[config.mk]
export PLATFORM = sky130hd
export DESIGN_NAME = accumulator_sequencer
export DESIGN_NICKNAME = d
export VERILOG_FILES = /design/src/rtl/accumulator_sequencer.sv
export SDC_FILE = /design/constraint.sdc
export NUM_CORES = 1
export LEC_CHECK = 0
export CAP_MARGIN = 0
export CORE_MARGIN = 4
export CORE_UTILIZATION = 40
export CTS_BUF_LIST = sky130_fd_sc_hd__clkbuf_16
export DETAILED_ROUTE_END_ITERATION = 6
export PLACE_DENSITY = 0.77
export SYNTH_ARGS = -nofsm -noshare
export SYNTH_HDL_FRONTEND = slang
export SYNTH_SLANG_ARGS = --single-unit
export TNS_END_PERCENT = 50
[constraint.sdc]
create_clock -name clk -period 2.1 [get_ports clk]
set_clock_uncertainty 0.2 [all_clocks]
set_input_delay 0.42 -clock clk [delete_from_list [all_inputs] [get_ports clk]]
set_output_delay 0.42 -clock clk [all_outputs]
set_load 0.02 [all_outputs]
[src/rtl/accumulator_sequencer.sv]
// Fetch/decode/execute controller for the 16-bit accumulator datapath.
// Drives memory and ALU controls; holds PC, IR, AC and MBR.
//
// state         | meaning
// --------------+-----------------------------------------------
// FETCH         | present PC to memory for the instruction read
// IR_LATCH      | capture instruction word, advance PC
// DECODE        | branch on opcode; resolve JUMP/JZ/HALT/illegal
// OPERAND       | present X to memory for the operand read
// OPERAND_LATCH | capture operand into MBR
// EXECUTE       | write LOAD data or ALU result into AC
// WRITE         | single-cycle store of AC to M[X]
// HALTED        | stopped; only reset leaves this state
module accumulator_sequencer #(
  parameter logic [11:0] RESET_PC = 12'h000
) (
  input  logic        clk,
  input  logic        reset,
  output logic [15:0] mem_addr,
  output logic [15:0] mem_wdata,
  output logic        mem_we,
  input  logic [15:0] mem_rdata,
  output logic [3:0]  alu_opcode,
  output logic [15:0] alu_operand1,
  output logic [15:0] alu_operand2,
  input  logic [15:0] alu_result,
  output logic [11:0] pc,
  output logic [15:0] ac,
  output logic        halted,
  output logic        illegal
);

  typedef enum logic [2:0] {
    S_FETCH, S_IR_LATCH, S_DECODE, S_OPERAND,
    S_OPERAND_LATCH, S_EXECUTE, S_WRITE, S_HALTED
  } state_t;

  localparam logic [3:0] OP_NOP   = 4'h0;
  localparam logic [3:0] OP_LOAD  = 4'h1;
  localparam logic [3:0] OP_STORE = 4'h2;
  localparam logic [3:0] OP_ADD   = 4'h3;
  localparam logic [3:0] OP_SUB   = 4'h4;
  localparam logic [3:0] OP_AND   = 4'h5;
  localparam logic [3:0] OP_OR    = 4'h6;
  localparam logic [3:0] OP_JUMP  = 4'h7;
  localparam logic [3:0] OP_JZ    = 4'h8;
  localparam logic [3:0] OP_HALT  = 4'h9;

  state_t      state, state_nxt;
  logic [15:0] ir, mbr;
  logic [3:0]  op;
  logic [11:0] x;

  assign op = ir[15:12];
  assign x  = ir[11:0];

  always_ff @(posedge clk) begin
    if (reset) state <= S_FETCH;
    else       state <= state_nxt;
  end

  always_comb begin
    state_nxt = state;
    case (state)
      S_FETCH:         state_nxt = S_IR_LATCH;
      S_IR_LATCH:      state_nxt = S_DECODE;
      S_DECODE: begin
        case (op)
          OP_NOP, OP_JUMP, OP_JZ:                  state_nxt = S_FETCH;
          OP_STORE:                                state_nxt = S_WRITE;
          OP_LOAD, OP_ADD, OP_SUB, OP_AND, OP_OR:  state_nxt = S_OPERAND;
          default:                                 state_nxt = S_HALTED;
        endcase
      end
      S_OPERAND:       state_nxt = S_OPERAND_LATCH;
      S_OPERAND_LATCH: state_nxt = S_EXECUTE;
      S_EXECUTE:       state_nxt = S_FETCH;
      S_WRITE:         state_nxt = S_FETCH;
      S_HALTED:        state_nxt = S_HALTED;
      default:         state_nxt = S_FETCH;
    endcase
  end

  always_ff @(posedge clk) begin
    if (reset) begin
      pc      <= RESET_PC;
      ir      <= 16'h0000;
      ac      <= 16'h0000;
      mbr     <= 16'h0000;
      illegal <= 1'b0;
    end else begin
      case (state)
        S_IR_LATCH: begin
          ir <= mem_rdata;
          pc <= pc + 12'd1;
        end
        S_DECODE: begin
          if (op == OP_JUMP) pc <= x;
          if (op == OP_JZ && ac == 16'h0000) pc <= x;
          if (op > OP_HALT) illegal <= 1'b1;
        end
        S_OPERAND_LATCH: mbr <= mem_rdata;
        S_EXECUTE:       ac  <= (op == OP_LOAD) ? mbr : alu_result;
        default: ;
      endcase
    end
  end

  // mem_we is gated by reset directly so an in-flight store cannot land.
  always_comb begin
    mem_addr   = {4'b0000, pc};
    mem_we     = 1'b0;
    alu_opcode = 4'b0000;
    halted     = 1'b0;
    case (state)
      S_OPERAND: mem_addr = {4'b0000, x};
      S_WRITE: begin
        mem_addr = {4'b0000, x};
        mem_we   = ~reset;
      end
      S_EXECUTE: begin
        case (op)
          OP_SUB:  alu_opcode = 4'b0001;
          OP_AND:  alu_opcode = 4'b1000;
          OP_OR:   alu_opcode = 4'b1001;
          default: alu_opcode = 4'b0000;
        endcase
      end
      S_HALTED: halted = 1'b1;
      default: ;
    endcase
  end

  assign mem_wdata    = ac;
  assign alu_operand1 = ac;
  assign alu_operand2 = mbr;

endmodule

* Word level (Yosys, flattened, before mapping) *
Memories as Yosys holds them, arrays and structs flattened. A register that Yosys moved wholly into a read port is not among the register bits.
Index checks and enable logic that the tools add are counted.

word-level totals
  memory bits (read-only) = 48
  output and inout port bits = 99
  register bits = 64
  input port bits = 34
  memories kept = 1

operators by class
  add/sub/neg operators = 1
  eq/ne operators = 14
  multiplexer cells = 12
  reduce and logical (&&, ||, !) cells = 8
  bitwise logic cells = 1
  order comparisons = 1

memory list
  memory            words  width  read ports  clocked after Yosys merged registers in  write ports  RTL line  RTL
  (name not given)  16     3      1           1                                        0            68        case (op)

operators by type and width
  kind                     number
  $mux W12                 3
  $pmux W12 S2             1
  $pmux W3 S7              1
  $eq A4 B3 Y1 const B     4
  $logic_not A16 Y1        1
  $mux W16                 1
  $add A12 B1 Y12 const B  1
  $eq A3 B3 Y1 const B     4
  $mux W4                  3
  $pmux W4 S3              1
  $eq A3 B2 Y1 const B     2
  $eq A4 B1 Y1 const B     1
  $eq A4 B4 Y1 const B     1
  $gt A4 B4 Y1 const B     1
  $reduce_and A2 Y1        2
  $reduce_or A2 Y1         2
  $eq A3 B1 Y1 const B     1
  $logic_not A3 Y1         1
  $ne A3 B3 Y1 const B     1
  $mux W1                  2
  $reduce_bool A2 Y1       1
  $logic_and A1 B1 Y1      1
  $not A1 Y1               1

* Depth between registers and ports, before layout *
  depth in word-level cells = 4
  depth in mapped cells = 7
  mapped depth without buffers = 6

* Least setup slack after synthesis *
OpenSTA, ideal clock, no wires.

  path kind = register to output
  start = reg state[2]
  end = out alu_opcode[3]
  slack = -0.092 ns
  data arrival time = 1.572 ns
  cell stages (with the launch flop) = 7
  buffers on the path = 2
  path through = dfxtp_1 > buf_2 > nand2_1 > nor2_1 > clkbuf_1 > nand2_1 > nor2_1

on the way
  cells in the longest elaborated chain, start to end = 2

ends and longest elaborated chain
  what                      RTL line  RTL
  start: declaration        49        state_t state, state_nxt;
  start signal: assignment  59        else state <= state_nxt;
  $eq A3 B3 Y1              115       case (state)
  $mux W4                   115
  end: declaration          23        output logic [3:0] alu_opcode,

Every way passes these cells.

* Final worst setup path *
  start = reg state[0]
  end = out mem_addr[9]

on the way
  cells in the longest elaborated chain, start to end = 3
  elaborated cells on any way between the ends = 4
  classes of those cells = eq/ne (2); mux (1); reduce/logical (1)

ends and longest elaborated chain
  what                                                 RTL line  RTL
  $eq A3 B3 Y1 / $eq A3 B2 Y1 (equally long branches)  115
  $reduce_or A2 Y1 (no source line) (*)                n/a
  $mux W12 (*)                                         115
  end: declaration                                     19        output logic [15:0] mem_addr,

Every way passes the cells marked *; elsewhere a longest branch is shown, timed or not.

==> impl_metrics.py <==
metrics = {
    "placement": {
        "dp_hpwl_microns": 7590,
        "io_buffers": 126,
        "place_area_sq_um": 4630,
        "place.gp.congestion": 0.850,
        "placedCellCount": 613,
    },
    "cells_and_area": {
        "nNetsFinal": 558,
        "layout_commonest_cell": "clkdlybuf4s50_1",
        "area_delta_synth_final_pct": 49.0,
        "drive_above_1_share": 0.189,
        "final_cell_mix": "105 x clkdlybuf4s50_1, 81 x nand2_1, 61 x dfxtp_1",
        "seqCellArea_sq_um": 1350,
        "insertedDiodeCount": 0,
        "fillers": 695,
        "instances_no_fill": 633,
        "multi_input_area_sq_um": 1740,
        "finalInstanceArea_sq_um": 5070,
    },
    "synth": {
        "synth.avg_cell_area_sq_um": 8.14,
        "netlist_instances": 418,
        "ys.flop_type": "dfxtp_1",
        "synth_seq_cells": 67,
        "synth_edf_count": 0,
        "yosys_warnings": 0,
        "yosysSeqAreaShare": 0.394,
        "synth_area_sq_um": 3400,
        "ys_async_sr_fraction": 0,
        "synth.distinct_cells": 45,
    },
    "clock_network": {
        "clk_latency_ps": 330,
        "cts_buffers": 9,
        "cts_root_buf": "clkbuf_16",
        "clock_path_buffers": 2,
        "clock_sinks": 67,
        "cts.clk_slew.worst_paths_ps": 60,
        "htree_num_levels": 3,
        "cts_tree": "yes",
    },
    "critical_path": {
        "required_ps": 1480,
        "crit_slowest_cell": "dfxtp_2",
        "startpoint_type": "flop",
        "r2r_setup_slack_ps": 80,
        "r2r-start": "pc[3]",
        "crit_path_start": "state[0]",
        "cpPeakStageDelay_ps": 330,
        "crit_path_end_kind": "output pin",
        "path_cells": "xor2_1, nand2_2, buf_12, buf_4, mux2_2, buf_6",
        "worstSetupPathType": "flop to output pin",
        "critPathArrivalTime_ps": 1640,
        "path_max_fanout": 6,
        "critPathTopFamily": "buffers and inverters",
        "worst-path-buf-inv": 3,
    },
    "sta": {
        "hold_viol": 0,
        "finalCritPeriodShare": 1.08,
        "final.setup.tns_ps": -1270,
        "slew_violations": 0,
        "whs_ps": 278,
        "grt_setup_unrepaired": "true",
        "setup_viol": 14,
        "worst_slack_ps": -160,
        "fin_crit_ps": 2260,
        "clock.fmax_mhz": 443,
    },
    "die": {
        "row_count": 33,
        "fp.coreArea_sq_um": 8260,
        "start_util": 0.412,
        "ioPinCount": 133,
        "dieArea_sq_um": 10100,
        "die_w_microns": 100,
        "fp.dieH_microns": 100,
    },
    "outcome": {
        "violations": "negative setup slack",
        "status": "finished with violations",
    },
    "drt": {
        "drtPass1Iterations": 4,
        "drt_iter0_markers": 145,
        "drcViolationCount": 0,
        "ant_nets": 0,
        "via_count": 3281,
        "drt-wirelength-per-cell_microns": 16.0,
        "drt-total-wl_microns": 10100,
        "viasPerCell": 5.18,
    },
    "power": {
        "powerDensity_nw_per_um2": 710,
        "finalPower_mw": 3.60,
        "ir_drop_mv": 0.477,
        "leakagePower_nw": 1.89,
    },
    "global_route": {
        "grt_max_degree": 41,
        "grt_usage": 0.192,
        "antenna_found_initial": 0,
        "grt_overflow": 0,
        "grt_pass1_vias": 3082,
        "grt_pass1_wl_microns": 15500,
    },
    "min_path": {
        "min_from": "alu_operand2[15]",
        "hold_path.class": "flop to flop",
    },
    "run": {
        "maxCapViolCount": 0,
    },
}
==> cells by family after synthesis <==
group                    count (synthesis)  synth area share
AO/OA/AOI/OAI                           91             0.158
XOR/XNOR                                 3           0.00772
adder cells (fa/ha/maj)                  1           0.00367
buffers and inverters                   65             0.118
flip-flops                              67             0.394
multiplexers                            29            0.0900
other                                    1           0.00110
AND/OR/NAND/NOR                        161             0.228
==> sequential cells by signal, summed over array words and instances, names as in the netlist, named ones only <==
signal	flops
ac	16
illegal	1
pc	12
ir	16
alu_operand2	16
state	3
==> timing repair <==
action                                  4_1_cts  5_1_grt
hold endpoints to repair                      0        0
hold buffers                                  0        0
cloned                                        0        1
setup buffers                                 3        0
endpoints found under the setup margin       16       28
gates resized for setup                      58       45
pin swaps                                     1        5
==> power breakdown <==
part | internal, mW | total [mW] | switching, mW
sequential | 1.33 | 1.39 | 0.0580
combinational | 0.295 | 0.620 | 0.325
clock | 1.03 | 1.59 | 0.554
==> cell type report <==
class | count | area share
sequential | 67 | 0.266
clock buffer | 9 | 0.0444
clock inverter | 7 | 0.0182
multi-input combinational | 291 | 0.343
timing repair buffer | 154 | 0.303
tap | 105 | 0.0259
==> cell usage after synthesis, types with 2 or more instances <==
cell type,n,area (sq um)
clkbuf_1,20,75.1
mux2_2,13,146
a211oi_1,16,120
a21oi_1,55,275
nand2_1,82,308
or2_2,7,43.8
xnor2_1,2,17.5
nand2b_1,4,25.0
o21ai_0,6,30.0
nor3b_2,2,25.0
o32ai_1,4,35.0
nor2_1,32,120
nor2b_1,3,18.8
mux2i_1,16,160
nor3_1,7,35.0
buf_4,38,285
nor4_1,6,37.5
buf_2,6,30.0
dfxtp_1,67,1340
nand3_1,3,15.0
a21o_1,2,15.0
or3b_2,2,17.5
o21a_1,2,15.0
nor3b_1,2,15.0
==> worst paths after layout <==
kind | endpoint | cells past startpoint
max | mem_addr[9] | 6
max reg2reg | pc[11] | 5
min reg2reg | alu_operand2[15] | 2
min | alu_operand2[15] | 2
==> worst register-to-register path, cell delays in order, from the launching register on <==
cell     delay, ps
dfxtp_1        480
nand4_4        140
or3_4          420
or4_1          410
a21o_1         190
a21oi_1        110
==> layer usage <==
| metal | global-route usage | share of wire | vias up |
|---|---|---|---|
| met4 | 0.0549 | 0.0080 | 0 |
| li1 | - | - | 1607 |
| met5 | 0 | 0 | - |
| met1 | 0.238 | 0.41 | 1568 |
| met2 | 0.341 | 0.53 | 99 |
| met3 | 0.0334 | 0.054 | 7 |
==> metrics by stage <==
step                worst slack, ps  utilization
floorplan                      20.3            -
global placement               -253        0.560
detailed placement             -235        0.560
CTS                            -187        0.597
global route                   -208        0.614
finish                         -160        0.614
Power figures use the tool's default switching activity.
